==> config.mk <==
export PLATFORM = sky130hd
export DESIGN_NAME = wb_write_queue
export DESIGN_NICKNAME = d
export VERILOG_FILES = /design/src/rtl/wb_write_queue.sv
export SDC_FILE = /design/constraint.sdc
export NUM_CORES = 1
export LEC_CHECK = 0
export ABC_AREA = 1
export CAP_MARGIN = 20
export CORE_MARGIN = 2
export CORE_UTILIZATION = 43
export CTS_CLUSTER_DIAMETER = 80
export CTS_CLUSTER_SIZE = 28
export DETAILED_ROUTE_END_ITERATION = 10
export GPL_ROUTABILITY_DRIVEN = 0
export PLACE_DENSITY = 0.66
export REMOVE_ABC_BUFFERS = 1
export SLEW_MARGIN = 20
export SYNTH_ARGS = -nofsm -noshare
export SYNTH_HDL_FRONTEND = slang
export SYNTH_SLANG_ARGS = --single-unit
==> constraint.sdc <==
create_clock -name clk -period 2.5 [get_ports clk]
set_input_delay 0.25 -clock clk [delete_from_list [all_inputs] [get_ports clk]]
set_output_delay 0.25 -clock clk [all_outputs]
set_load 0.05 [all_outputs]
==> src/rtl/wb_write_queue.sv <==
// Posted register-write queue: in-order FIFO of {addr, data} writes drained into a
// file register, with two read-port bypass lookups returning the youngest pending write.
module wb_write_queue #(
  parameter int DEPTH = 4
) (
  input  logic                     clk,
  input  logic                     rst,
  input  logic                     push_valid,
  output logic                     push_ready,
  input  logic [4:0]               push_addr,
  input  logic [31:0]              push_data,
  input  logic                     wr_hold,
  output logic                     we,
  output logic [4:0]               write_addr,
  output logic [31:0]              write_data,
  input  logic [4:0]               lookup0_addr,
  input  logic [4:0]               lookup1_addr,
  output logic                     hit0,
  output logic                     hit1,
  output logic [31:0]              hit0_data,
  output logic [31:0]              hit1_data,
  output logic [$clog2(DEPTH):0]   count
);

  localparam int AW = $clog2(DEPTH);
  localparam int CW = AW + 1;

  logic [4:0]    r_addr [DEPTH];
  logic [31:0]   r_data [DEPTH];
  logic [AW-1:0] r_rd_ptr;
  logic [AW-1:0] r_wr_ptr;
  logic [CW-1:0] r_count;

  logic          w_push;
  logic          w_pop;
  logic          w_nonempty;
  logic [4:0]    w_lk_addr [2];

  assign w_nonempty = (r_count != '0);
  assign push_ready = (r_count < CW'(DEPTH));
  // Writes to register 0 complete the handshake but are never stored.
  assign w_push     = push_valid && push_ready && (push_addr != 5'd0);
  assign w_pop      = w_nonempty && !wr_hold;

  assign we         = w_pop;
  assign write_addr = w_nonempty ? r_addr[r_rd_ptr] : 5'd0;
  assign write_data = w_nonempty ? r_data[r_rd_ptr] : 32'd0;
  assign count      = r_count;

  always_ff @(posedge clk or posedge rst) begin
    if (rst) begin
      r_rd_ptr <= '0;
      r_wr_ptr <= '0;
      r_count  <= '0;
    end else begin
      if (w_push) r_wr_ptr <= r_wr_ptr + 1'b1;
      if (w_pop)  r_rd_ptr <= r_rd_ptr + 1'b1;
      r_count <= r_count + CW'(w_push) - CW'(w_pop);
    end
  end

  // Entry storage is left uncleared; validity comes only from pointers and count.
  always_ff @(posedge clk) begin
    if (w_push) begin
      r_addr[r_wr_ptr] <= push_addr;
      r_data[r_wr_ptr] <= push_data;
    end
  end

  assign w_lk_addr[0] = lookup0_addr;
  assign w_lk_addr[1] = lookup1_addr;

  genvar gi;
  generate
    for (gi = 0; gi < 2; gi++) begin : g_lookup
      logic        w_hit;
      logic [31:0] w_hit_data;

      // Scan oldest to youngest so the last match found is the youngest one.
      always_comb begin
        logic [AW-1:0] idx;
        w_hit      = 1'b0;
        w_hit_data = 32'd0;
        idx        = '0;
        for (int k = 0; k < DEPTH; k++) begin
          idx = r_rd_ptr + AW'(k);
          if ((CW'(k) < r_count) && (w_lk_addr[gi] != 5'd0) &&
              (r_addr[idx] == w_lk_addr[gi])) begin
            w_hit      = 1'b1;
            w_hit_data = r_data[idx];
          end
        end
      end
    end
  endgenerate

  assign hit0      = g_lookup[0].w_hit;
  assign hit0_data = g_lookup[0].w_hit_data;
  assign hit1      = g_lookup[1].w_hit;
  assign hit1_data = g_lookup[1].w_hit_data;

endmodule
**Yosys cells after proc, flatten, opt, wreduce, memory -nomap -nowiden**

Memory sizes are Yosys's and may differ from the RTL's.
Cells that the tools add are included.

- Bits in writable memories: 148
- Memories: 2
- Register bits after elaboration: 7
- Output and inout port bits: 108
- Input port bits: 51
- Word-level logic and storage cells: 68

Memory list:

| name | words | bits a word | read ports | clocked after memory_dff | wr ports | line | source |
|---|---|---|---|---|---|---|---|
| r_data | 4 | 32 | 4 | 0 | 1 | 29 | `logic [31:0] r_data [DEPTH];` |
| r_addr | 4 | 5 | 4 | 0 | 1 | 28 | `logic [4:0] r_addr [DEPTH];` |

- Reduce and logical (&&, ||, !) cells: 24
- Magnitude comparators: 5
- Equal/unequal tests: 8
- Muxes and demuxes: 20
- $add $sub $neg: 6

Operators with widths:

| kind | number |
|---|---|
| $mux W32 | 9 |
| $eq A5 B5 Y1 | 8 |
| $logic_and A1 B1 Y1 | 19 |
| $reduce_bool A5 Y1 | 3 |
| $mux W1 | 10 |
| $lt A1 B3 Y1 const A | 2 |
| $lt A2 B3 Y1 const A | 2 |
| $mux W5 | 1 |
| $add A2 B1 Y2 const B | 2 |
| $add A2 B2 Y2 const B | 2 |
| $add A3 B1 Y3 | 1 |
| $lt A3 B3 Y1 const B | 1 |
| $reduce_bool A3 Y1 | 1 |
| $sub A3 B1 Y3 | 1 |
| $logic_not A1 Y1 | 1 |

**Longest topological paths before layout**

Gate-level depths: netlist of the first run.

- Depth after elaboration: 7
- Depth in mapped cells: 17
- Mapped depth without buffers: 14

**Least setup slack after synthesis of the first run**

No wires, ideal clock.

- Path kind: register to register
- Start point: register r_count[2], in the netlist count[2]
- End point: memory r_addr[0][0], enable pin
- Clock period less this slack: 3.394 ns
- Setup slack: -0.894 ns
- Buffers on the path: 0
- Data arrival time: 2.962 ns
- Required time: 2.069 ns
- Stages on the path, launching flop included: 4
- Cells stage by stage: dfrtp_1 > inv_1 > o311ai_2 > nor2_1

- Cells in the longest elaborated chain, start to end: 5

Ends and longest elaborated chain:

| what | line | source |
|---|---|---|
| start: declaration | 32 | `logic [CW-1:0] r_count;` |
| start signal: assignment | 58 | `r_count <= r_count + CW'(w_push) - CW'(w_pop);` |
| $lt A3 B3 Y1 | 40 | `assign push_ready = (r_count < CW'(DEPTH));` |
| via push_ready | 9 | `output logic push_ready,` |
| $logic_and A1 B1 Y1 (2 in a row) | 42 | `assign w_push = push_valid && push_ready && (push_addr != 5'd0);` |
| $mux W1 | 64 | `if (w_push) begin` |
| $mux W1 (implied by the code) | 65 | `r_addr[r_wr_ptr] <= push_addr;` |
| end: declaration | 28 |  |

The timed path passes the listed nets, and every way through them passes these cells.

**Worst setup path in the final report of the first run**

- Start point: register r_rd_ptr[0]
- End point: output hit1_data[17]

- Cells in the longest elaborated chain, start to end: 7
- Elaborated cells between the ends (all ways): 17
- Classes of those cells: add/sub: 3; eq/ne: 4; mux: 4; reduce/logical: 4; memory: 2

Ends and longest elaborated chain:

| what | line | source |
|---|---|---|
| start: declaration | 30 | `logic [AW-1:0] r_rd_ptr;` |
| start signal: assignment | 57 | `if (w_pop) r_rd_ptr <= r_rd_ptr + 1'b1;` |
| $add A2 B1 Y2 or $mem_v2 Z4 W5 (tied branches) | n/a |  |
| $mem_v2 Z4 W5 or $eq A5 B5 Y1 (tied branches) | n/a |  |
| $eq A5 B5 Y1 or $logic_and A1 B1 Y1 (tied branches) | 88, 87 |  |
| $logic_and A1 B1 Y1 or $mux W32 (tied branches) | 87 | `if ((CW'(k) < r_count) && (w_lk_addr[gi] != 5'd0) &&` |
| $mux W32 (2 in a row) | 87 |  |
| $mux W32 * | 87 |  |
| end: declaration | 21 | `output logic [31:0] hit1_data,` |

Mark *: on every way between the ends. The rest lies on a longest branch, timed or not.

==> reports/metrics.csv, run 1 <==
stage,metric,value,unit
status,status,"finished, violations left",
status,failing checks,setup timing,
yosys,sequential-to-total area share from yosys stat,37.7,%
run,max_cap viols,0,
cts,cts hold-fix bufs,0,
yosys,Async SR Flop Fraction,4.52,%
floorplan,site row count,61,
cts,clock tree buffer depth,2,
cts,clk sinks,155,
floorplan,core area,27900,um^2
route,DRT Pass-1 Iters,8,
route,drt via density,5.56,
yosys,Post-synth top flop,edfxtp_1,
critical_path,Critical Path AT,2.82,ns
route,final antenna-violating net count,0,
yosys,Synth Cell Area,12300,um^2
yosys,synthesis-stage register bit count,155,
floorplan,chip height,173,um
yosys,Mean Syn Cell Area,6.53,um^2
sta,period utilization,123,%
sta,post-route minimum period,3.07,ns
cts,Clock Latency Late Sink,0.44,ns
route,via count,13700,
critical_path,worst path required time,2.25,ns
cts,"Reg clk slew, reported paths",0.06,ns
cts,CTS tree,built,
cts,Root Buffer,clkbuf_16,
cells_and_area,final-stage net count,2134,
floorplan,Die Wd,173,um
sta,Slew Limit Fails,0,
min_path,HP Class,in -> async,
cells_and_area,fin area,17100,um^2
route,post-DR wirelength/cell,17.9,um
critical_path,class of the most critical setup path,reg -> out,
sta,Final setup violation count,79,
sta,final worst slack,-0.573,ns
floorplan,die area,29900,um^2
place,Port-buffer cells,158,
sta,worst-margin pin slew,0.693,ns
place,detailed placer's ending HPWL,27.2,mm
cells_and_area,most frequent cells in the layout,"612 x nand2_1, 221 x nor2_1, 174 x o21ai_0",
yosys,Post-synth EDFFs,148,
critical_path,Critical Path Sink Type,output pin,
grt,first-pass GRT wire length,64.2,mm
route,Starting DRT DRC Count,1579,
cells_and_area,share of cells above drive strength 1,21.2,%
sta,RSZ-0062 raised after global routing,true,
yosys,Cell variety after synth,31,
place,Placed Cells,2397,
sta,relative slew slack,53.8,%
sta,fmax,325,MHz
floorplan,Starting Density,43.9,%
grt,initial antenna violation count,2,
yosys,Yosys Warn Count,0,
sta,skew final,0.0115,ns
critical_path,Critical Path Fanout Max,13,
place,Placed Area,15100,um^2
cells_and_area,"commonest non-fill, non-tap cell in the layout",nand2_1,
grt,largest net degree at the start of global routing,125,
cts,Num CTS Buffers,17,
critical_path,CP Launch Type,register,
cts,H-tree levels,4,
route,# DRC,0,
cells_and_area,Area Overhead vs Synth,39.3,%
cells_and_area,final non-filler cell total,2467,
grt,"Remaining Overflow, GRT",0,
grt,vias in the first global route,12300,
floorplan,number of I/O pins,159,
sta,"Hold Violations, Final",0,
grt,GRT Util Overall,26.9,%
yosys,Cells after Synth,1877,
route,drt total wl,44.1,mm
==> critical path: stages (launching register included) <==
cell	delay, ns
dfrtp_4	0.54
buf_12	0.16
buf_12	0.15
nand2_1	0.07
nand2_2	0.07
nand2_2	0.09
nand2_1	0.07
nand2_1	0.08
nand2_2	0.07
nor2_4	0.18
nand3_4	0.13
buf_12	0.17
buf_12	0.13
nand2_1	0.06
nand3_1	0.07
nand2_1	0.08
nand2_1	0.09
buf_6	0.17
==> registers in the layout (all words and copies together), names as in the netlist <==
signal / count
count: 3
r_addr: 20
r_wr_ptr: 2
r_data: 128
r_rd_ptr: 2
==> logic make-up after synthesis <==
group	synth area share, %
simple gates	38.2
buf+inv	10.9
compound gates	11.4
flops	37.7
xor+xnor	0.786
fa+ha+maj	0.980
==> cell usage after synthesis (3+ instances only) <==
| library cell | n | area, um^2 |
|---|---|---|
| nand2_1 | 652 | 2450 |
| nor2_1 | 263 | 987 |
| o21ai_0 | 211 | 1060 |
| inv_1 | 166 | 623 |
| edfxtp_1 | 148 | 4440 |
| nand3_1 | 112 | 561 |
| nand4_1 | 65 | 407 |
| buf_2 | 61 | 305 |
| o21ai_1 | 59 | 295 |
| clkbuf_1 | 34 | 128 |
| nand3_2 | 15 | 150 |
| buf_4 | 12 | 90.1 |
| buf_6 | 11 | 124 |
| xor2_1 | 11 | 96.3 |
| buf_1 | 10 | 37.5 |
| ha_1 | 8 | 100 |
| dfrtp_1 | 7 | 175 |
| nand2_2 | 7 | 43.8 |
| nor2_2 | 7 | 43.8 |
| a21oi_1 | 5 | 25.0 |
| or2_2 | 3 | 18.8 |
==> repair_timing <==
action                     CTS  global route
cloned                       5            16
setup endpoints to repair   86            98
buffers inserted            10             5
pin swaps                   12            19
resized for setup          104           149
==> final cells by class <==
type | instances | area [um^2]
multi-input cells | 1427 | 6820
diodes | 2 | 5.00
inverters | 168 | 636
repair buffers | 305 | 3950
clock buffers | 17 | 425
fillers | 2482 | 10900
clock inverters | 15 | 133
well taps | 378 | 473
flip-flops and latches | 155 | 4630
==> metal layers <==
layer | vias up | wire length (um) | track usage (%)
met3 | 165 | 4110 | 4.29
met5 | - | 0 | 0
met4 | 0 | 2020 | 13.1
met2 | 759 | 20700 | 45.2
li1 | 6497 | - | -
met1 | 6285 | 17300 | 33.7
==> stage by stage <==
stage	hold slack [ns]	TNS (ns)	util (%)	setup WS (ns)
CTS	0.0791	-32.86	57.9	-0.500
global route	0.102	-46.43	61.1	-0.722
global placement	0.521	-1.77	54.0	-0.0839
floorplan	0.0534	-677.75	-	-6.59
detailed placement	0.538	-5.49	54.0	-0.162
finish	0.0654	-35.14	61.1	-0.573
==> final timing paths <==
| kind | startpoint | endpoint | slack, ns | cells after the start |
|---|---|---|---|---|
| max | r_rd_ptr[0]$_DFFE_PP0P_ | hit1_data[17] | -0.57 | 17 |
| min in group clk | push_data[21] | r_data[0][21]$_DFFE_PP_ | 0.44 | 1 |
| min | rst | r_wr_ptr[0]$_DFFE_PP0P_ | 0.07 | 2 |
| max in group asynchronous | rst | r_rd_ptr[0]$_DFFE_PP0P_ | 2.17 | 2 |
| min reg2reg | count[0]$_DFF_PP0_ | count[0]$_DFF_PP0_ | 0.60 | 1 |
| max reg2reg | count[2]$_DFF_PP0_ | r_data[3][3]$_DFFE_PP_ | 0.50 | 5 |
Power of run 1 is left out: the tool's default activity adds up to more than one toggle a clock period on the data nets, which glitch-free logic cannot reach.
==> run 2, diff against run 1 <==
--- a/config.mk
+++ b/config.mk
@@ -12,8 +12,7 @@
 export CTS_CLUSTER_DIAMETER = 80
 export CTS_CLUSTER_SIZE = 28
 export DETAILED_ROUTE_END_ITERATION = 10
-export GPL_ROUTABILITY_DRIVEN = 0
-export PLACE_DENSITY = 0.66
+export PLACE_DENSITY = 0.64
 export REMOVE_ABC_BUFFERS = 1
 export SLEW_MARGIN = 20
 export SYNTH_ARGS = -nofsm -noshare
==> constraint.sdc (replaced) <==
create_clock -name clk -period 3.02 [get_ports clk]
set_input_delay 0.302 -clock clk [delete_from_list [all_inputs] [get_ports clk]]
set_output_delay 0.302 -clock clk [all_outputs]
set_load 0.05 [all_outputs]
==> run 2 against run 1 <==
The flow still finishes with violations (setup timing). Clock skew up 0.0069 ns. Critical endpoint is now hit0_data[15]. Worst setup slack better by 0.42 ns. Cell area increased by 1.0%. Global-route usage increased by 1.8 points. Register-to-register slack better by 0.33 ns. Wire length is 2.9% higher. Die area is the same. Via count fell by 2.6%. Core utilization increased by 0.62 points. Largest cell class unchanged.
==> reports/metrics.csv, run 2 (synthesis results as in run 1) <==
stage,metric,value,unit,change
place,pre-CTS setup slack,0.0744,ns,was -0.162 ns
sta,relative slew slack,52.1,%,was 53.8%
sta,"Hold Violations, Final",0,,unchanged
critical_path,reg2reg path depth,9,,was 5
sta,Final setup violation count,69,,was 79
cells_and_area,final-stage net count,2101,,"was 2,134"
grt,largest net degree at the start of global routing,97,,was 125
floorplan,chip height,173,um,unchanged
status,status,"finished, violations left",,unchanged
route,drt via density,5.49,,was 5.56
cells_and_area,most frequent cells in the layout,"547 x nand2_1, 201 x o21ai_0, 189 x nor2_1",,"was 612 x nand2_1, 221 x nor2_1, 174 x o21ai_0"
critical_path,worst path required time,2.72,ns,was 2.25 ns
cts,Clock Latency Late Sink,0.44,ns,about the same
floorplan,site row count,61,,unchanged
route,Starting DRT DRC Count,1576,,"was 1,579"
sta,hold_ws,0.0957,ns,was 0.0654 ns
critical_path,Critical Path Fanout Max,14,,was 13
place,Port-buffer cells,158,,unchanged
critical_path,class of the most critical setup path,reg -> out,,unchanged
floorplan,core area,27900,um^2,unchanged
sta,Slew Limit Fails,0,,unchanged
place,detailed placer's ending HPWL,25.9,mm,was 27.2 mm
route,# DRC,0,,unchanged
critical_path,Worst R2R Setup Slack,0.83,ns,was 0.50 ns
cts,clock tree buffer depth,2,,unchanged
place,GPL Wtd Cong,0.903,,
critical_path,reg2reg start,count[2]$_DFF_PP0_,,unchanged
cts,CTS tree,built,,unchanged
route,drt total wl,45.3,mm,was 44.1 mm
sta,skew final,0.0184,ns,was 0.0115 ns
cts,Root Buffer,clkbuf_16,,unchanged
route,DRT Pass-1 Iters,6,,was 8
run,max_cap viols,0,,unchanged
grt,GRT Util Overall,28.6,%,was 26.9%
critical_path,Critical Path Sink Type,output pin,,unchanged
grt,initial antenna violation count,1,,was 2
grt,"Remaining Overflow, GRT",0,,unchanged
cells_and_area,share of cells above drive strength 1,24.1,%,was 21.2%
critical_path,most frequent CP cell,nand2_1,,unchanged
status,failing checks,setup timing,,unchanged
critical_path,worst path cell trace,inv_8 -> buf_12 -> nand2_4 -> nand2_4 -> nand2_2 -> o21a_1 -> nand2_1 -> nand2_1 -> nor2_1 -> nand2_1 -> nor2_4 -> buf_6 -> nor2_1 -> nand2_1 -> nand2_2 -> buf_8,,was buf_12 -> buf_12 -> nand2_1 -> nand2_2 -> nand2_2 -> nand2_1 -> nand2_1 -> nand2_2 -> nor2_4 -> nand3_4 -> buf_12 -> buf_12 -> nand2_1 -> nand3_1 -> nand2_1 -> nand2_1 -> buf_6
sta,fmax,315,MHz,
critical_path,r2r endpoint,count[2]$_DFF_PP0_,,was r_data[3][3]$_DFFE_PP_
cells_and_area,filler instances,2436,,"was 2,482"
critical_path,Crit path largest cell delay,0.56,ns,was 0.54 ns
cts,H-tree levels,4,,unchanged
floorplan,Die Wd,173,um,unchanged
cts,clk sinks,155,,unchanged
cells_and_area,Area Overhead vs Synth,40.7,%,was 39.3%
cells_and_area,Largest Register,r_data,,unchanged
cells_and_area,"commonest non-fill, non-tap cell in the layout",nand2_1,,unchanged
route,via count,13300,,"was 13,700"
grt,first-pass GRT wire length,67.2,mm,was 64.2 mm
sta,final worst slack,-0.156,ns,was -0.573 ns
cts,cts hold-fix bufs,0,,unchanged
sta,RSZ-0062 raised after global routing,true,,unchanged
critical_path,CP max stage cell,dfrtp_4,,unchanged
cells_and_area,fin area,17200,um^2,"was 17,100 um^2"
critical_path,Critical Path AT,2.87,ns,was 2.82 ns
route,post-DR wirelength/cell,18.6,um,was 17.9 um
cells_and_area,max reg flops,128,,unchanged
critical_path,CP Launch Type,register,,unchanged
place,Placed Area,14000,um^2,"was 15,100 um^2"
floorplan,die area,29900,um^2,unchanged
cts,Num CTS Buffers,17,,unchanged
sta,worst-margin pin slew,0.717,ns,was 0.693 ns
floorplan,Starting Density,43.9,%,unchanged
route,final antenna-violating net count,0,,unchanged
sta,post-route minimum period,3.18,ns,
floorplan,number of I/O pins,159,,unchanged
cts,"Reg clk slew, reported paths",0.07,ns,was 0.06 ns
min_path,HP Class,in -> async,,unchanged
sta,period utilization,105,%,
grt,vias in the first global route,12300,,about the same
run 2: cell count changes in the layout (fill, tap and decap cells not counted), moves of 17 or more:
| cell | change |
|---|---|
| buf_12 | -40 |
| buf_4 | -37 |
| buf_8 | +35 |
| nand2_1 | -65 |
| nand2_2 | +45 |
| nand2_4 | +17 |
| nor2_1 | -32 |
| nor2_2 | +22 |
| o21ai_0 | +27 |
| o21ai_2 | -18 |
run 2: worst max-delay path, delay by kind of cell (launching register included):
kind,cells,cell delay [ns]
and+or+nand+nor,11,1.04
AOI/OAI and AO/OA,1,0.12
DFF,1,0.56
buffers and inverters,4,0.69
run 2: worst max path at each step:
stage          slack (ns)       endpoint  cells after the start               startpoint
3_5_place_dp         0.07  hit0_data[15]                     15          lookup0_addr[4]
5_1_grt             -0.21   hit0_data[8]                     13  r_rd_ptr[0]$_DFFE_PP0P_
6_report            -0.16  hit0_data[15]                     16  r_rd_ptr[0]$_DFFE_PP0P_
4_1_cts              -0.1  hit1_data[25]                     16  r_rd_ptr[0]$_DFFE_PP0P_
2_1_floorplan       -6.12           hit0                     10  r_rd_ptr[0]$_DFFE_PP0P_
3_3_place_gp         0.07  hit0_data[27]                     15          lookup0_addr[2]
run 2: timing repair:
action,in CTS,in global routing
pin swaps,18,78
gates cloned,21,10
endpoints found under the setup margin,80,68
resized for setup,253,240
setup buffers,26,15
run 2: area by class of cell:
cell class	count	area [um^2]	share of cell area [%]
diodes	1	2.50	0.0145
clock buffers	17	425	2.47
clock inverters	15	201	1.17
inverters	168	643	3.73
multi-input cells	1428	7340	42.5
flip-flops and latches	155	4630	26.8
well taps	378	473	2.74
repair buffers	271	3530	20.5
run 2: metrics by stage:
step           std cells  util, %  TNS (ns)
2_1_floorplan       1748        -   -549.52
3_3_place_gp        2335     50.1         0
3_5_place_dp        2335     50.1         0
4_1_cts             2414     58.0     -3.38
5_1_grt             2432     61.7    -12.76
6_report            2433     61.7     -5.83
run 2: routing by layer:
| metal | share of wire (%) | global-route usage (%) | up-vias |
|---|---|---|---|
| met4 | 4.0 | 13.8 | 0 |
| met5 | 0 | 0 | - |
| met3 | 9.4 | 5.43 | 126 |
| met1 | 40 | 36.8 | 6095 |
| met2 | 47 | 46.6 | 699 |
| li1 | - | - | 6426 |
Power of run 2 is left out for the same reason.
==> run 3, diff against run 2 <==
--- a/config.mk
+++ b/config.mk
@@ -12,6 +12,7 @@
 export CTS_CLUSTER_DIAMETER = 80
 export CTS_CLUSTER_SIZE = 28
 export DETAILED_ROUTE_END_ITERATION = 10
+export GPL_ROUTABILITY_DRIVEN = 0
 export PLACE_DENSITY = 0.64
 export REMOVE_ABC_BUFFERS = 1
 export SLEW_MARGIN = 20
==> run 3 against run 2 <==
The flow still finishes with violations (setup timing). Critical path depth stayed put. Register-to-register slack worse by 0.17 ns. First-iteration DRC count is 9.0% lower. Largest cell class unchanged. Critical endpoint is now hit0_data[18]. Worst setup slack better by 0.048 ns. Die area stayed put. Critical path type unchanged. Core utilization is 6.6 points lower. Clock skew is 0.0084 ns lower. Flip-flop and latch count stayed put.
==> reports/metrics.csv, run 3 (synthesis results as in run 1) <==
stage,metric,value,unit,change
status,status,"finished, violations left",,unchanged
status,failing checks,setup timing,,unchanged
cts,H-tree levels,4,,unchanged
cells_and_area,Largest Register,r_data,,unchanged
run,max_cap viols,0,,unchanged
route,Starting DRT DRC Count,1434,,"was 1,576"
critical_path,CP Launch Point,r_rd_ptr[0]$_DFFE_PP0P_,,unchanged
grt,largest net degree at the start of global routing,97,,unchanged
critical_path,worst path cell trace,buf_6 -> buf_4 -> nand2_1 -> o21ai_2 -> nand2_1 -> nand2_1 -> nand2_1 -> nand2_1 -> nor2_4 -> buf_6 -> clkbuf_16 -> nand4_1 -> nand3_1 -> nand2_1 -> nand2_1 -> buf_6,,was inv_8 -> buf_12 -> nand2_4 -> nand2_4 -> nand2_2 -> o21a_1 -> nand2_1 -> nand2_1 -> nor2_1 -> nand2_1 -> nor2_4 -> buf_6 -> nor2_1 -> nand2_1 -> nand2_2 -> buf_8
cells_and_area,"commonest non-fill, non-tap cell in the layout",nand2_1,,unchanged
floorplan,Die Wd,173,um,unchanged
route,post-DR wirelength/cell,17.1,um,was 18.6 um
route,final antenna-violating net count,0,,unchanged
critical_path,CP max stage cell,dfrtp_4,,unchanged
floorplan,Starting Density,43.9,%,unchanged
place,Port-buffer cells,158,,unchanged
floorplan,die area,29900,um^2,unchanged
cts,Num CTS Buffers,17,,unchanged
grt,GRT Util Overall,26.0,%,was 28.6%
sta,fmax,320,MHz,was 315 MHz
cts,Clock Latency Late Sink,0.43,ns,was 0.44 ns
cts,clk sinks,155,,unchanged
sta,post-route minimum period,3.13,ns,was 3.18 ns
critical_path,Worst R2R Setup Slack,0.66,ns,was 0.83 ns
critical_path,reg2reg path depth,5,,was 9
route,drt total wl,40.8,mm,was 45.3 mm
grt,first-pass GRT wire length,62.1,mm,was 67.2 mm
critical_path,Worst path top cell family by delay,simple AND/OR/NAND/NOR gates,,unchanged
critical_path,worst path required time,2.72,ns,about the same
sta,final worst slack,-0.109,ns,was -0.156 ns
critical_path,Critical Path AT,2.83,ns,was 2.87 ns
floorplan,number of I/O pins,159,,unchanged
cells_and_area,final-stage net count,2052,,"was 2,101"
cells_and_area,max reg flops,128,,unchanged
critical_path,Critical Path Fanout Max,9,,was 14
critical_path,class of the most critical setup path,reg -> out,,unchanged
critical_path,r2r endpoint,r_addr[2][2]$_DFFE_PP_,,was count[2]$_DFF_PP0_
sta,"Hold Violations, Final",0,,unchanged
route,drt via density,5.42,,was 5.49
critical_path,CP Depth,16,,unchanged
critical_path,CP endpoint,hit0_data[18],,was hit0_data[15]
cells_and_area,multi-input logic area,6570,um^2,was 7340 um^2
critical_path,reg2reg start,count[2]$_DFF_PP0_,,unchanged
grt,initial antenna violation count,2,,was 1
critical_path,Crit path largest cell delay,0.55,ns,was 0.56 ns
sta,Final setup violation count,43,,was 69
cells_and_area,Sequential cell area,4630,um^2,about the same
place,detailed placer's ending HPWL,25.2,mm,was 25.9 mm
critical_path,most frequent CP cell,nand2_1,,unchanged
cells_and_area,most frequent cells in the layout,"638 x nand2_1, 253 x nor2_1, 207 x o21ai_0",,"was 547 x nand2_1, 201 x o21ai_0, 189 x nor2_1"
critical_path,WP buf/inv,5,,was 4
sta,worst-margin pin slew,1.07,ns,was 0.717 ns
sta,period utilization,104,%,was 105%
critical_path,Critical Path Sink Type,output pin,,unchanged
cts,clock tree buffer depth,2,,unchanged
sta,relative slew slack,28.5,%,was 52.1%
floorplan,core area,27900,um^2,unchanged
sta,skew final,0.0101,ns,was 0.0184 ns
cells_and_area,filler instances,2678,,"was 2,436"
floorplan,site row count,61,,unchanged
cells_and_area,share of cells above drive strength 1,13.0,%,was 24.1%
route,via count,12900,,"was 13,300"
sta,RSZ-0062 raised after global routing,true,,unchanged
floorplan,chip height,173,um,unchanged
route,DRT Pass-1 Iters,5,,was 6
route,# DRC,0,,unchanged
grt,"Remaining Overflow, GRT",0,,unchanged
cts,CTS tree,built,,unchanged
critical_path,CP Launch Type,register,,unchanged
sta,hold_ws,0.0953,ns,was 0.0957 ns
cts,Root Buffer,clkbuf_16,,unchanged
grt,vias in the first global route,11900,,"was 12,300"
cts,"Reg clk slew, reported paths",0.07,ns,about the same
cells_and_area,Area Overhead vs Synth,25.7,%,was 40.7%
sta,Slew Limit Fails,0,,unchanged
cts,cts hold-fix bufs,0,,unchanged
min_path,HP Class,in -> async,,unchanged
## run 3: cell types whose count changed in the layout (fill, tap and decap cells not counted), sizes merged
cell | previous run | this run
buf | 191 | 150
bufbuf | 1 | 0
bufinv | 2 | 3
clkbuf | 30 | 23
clkinvlp | 0 | 2
diode | 1 | 2
dlygate4sd2 | 11 | 9
dlymetal6s2s | 0 | 3
inv | 177 | 173
## run 3: cell type report
| cell class | count | area share, % |
|---|---|---|
| Sequential cell | 155 | 30.0 |
| Clock inverter | 14 | 1.18 |
| Multi-Input combinational cell | 1428 | 42.6 |
| Inverter | 168 | 4.21 |
| Timing Repair Buffer | 222 | 16.0 |
| Antenna cell | 2 | 0.0325 |
| Clock buffer | 18 | 2.79 |
| Tap cell | 378 | 3.07 |
## run 3: stage by stage
stage	worst slack, ns	std cells	setup TNS [ns]	utilization [%]	area (um^2)
floorplan	-6.12	1748	-549.52	-	11600
global placement	0.135	2332	0	50.1	14000
detailed placement	0.158	2332	0	50.1	14000
CTS	-0.0808	2370	-2.40	53.1	14800
global route	-0.223	2384	-11.12	55.1	15400
finish	-0.109	2385	-2.07	55.1	15400
## run 3: layer usage
layer  up-vias  track usage (%)  wire [um]
met4         0             11.0       1210
met1      5856             34.2      17100
li1       6312                -          -
met2       654             43.0      18800
met3        97             3.54       3640
met5         -                0          0
## run 3: worst min-delay path by stage
stage	from	endpoint	slack (ns)	cells after the start
5_1_grt	rst	count[1]$_DFF_PP0_	0.11	2
2_1_floorplan	rst	count[0]$_DFF_PP0_	0.11	1
3_5_place_dp	rst	count[1]$_DFF_PP0_	0.56	2
6_report	rst	count[1]$_DFF_PP0_	0.1	2
3_3_place_gp	rst	count[0]$_DFF_PP0_	0.56	2
4_1_cts	rst	r_rd_ptr[0]$_DFFE_PP0P_	0.10	2
## run 3: what timing repair did
action,in CTS,in global routing
endpoints found under the setup margin,78,70
pin swaps,2,5
setup buffers,3,6
gates cloned,3,7
endpoints found under the hold margin,0,0
gates resized for setup,56,94
Power of run 3 is left out for the same reason.
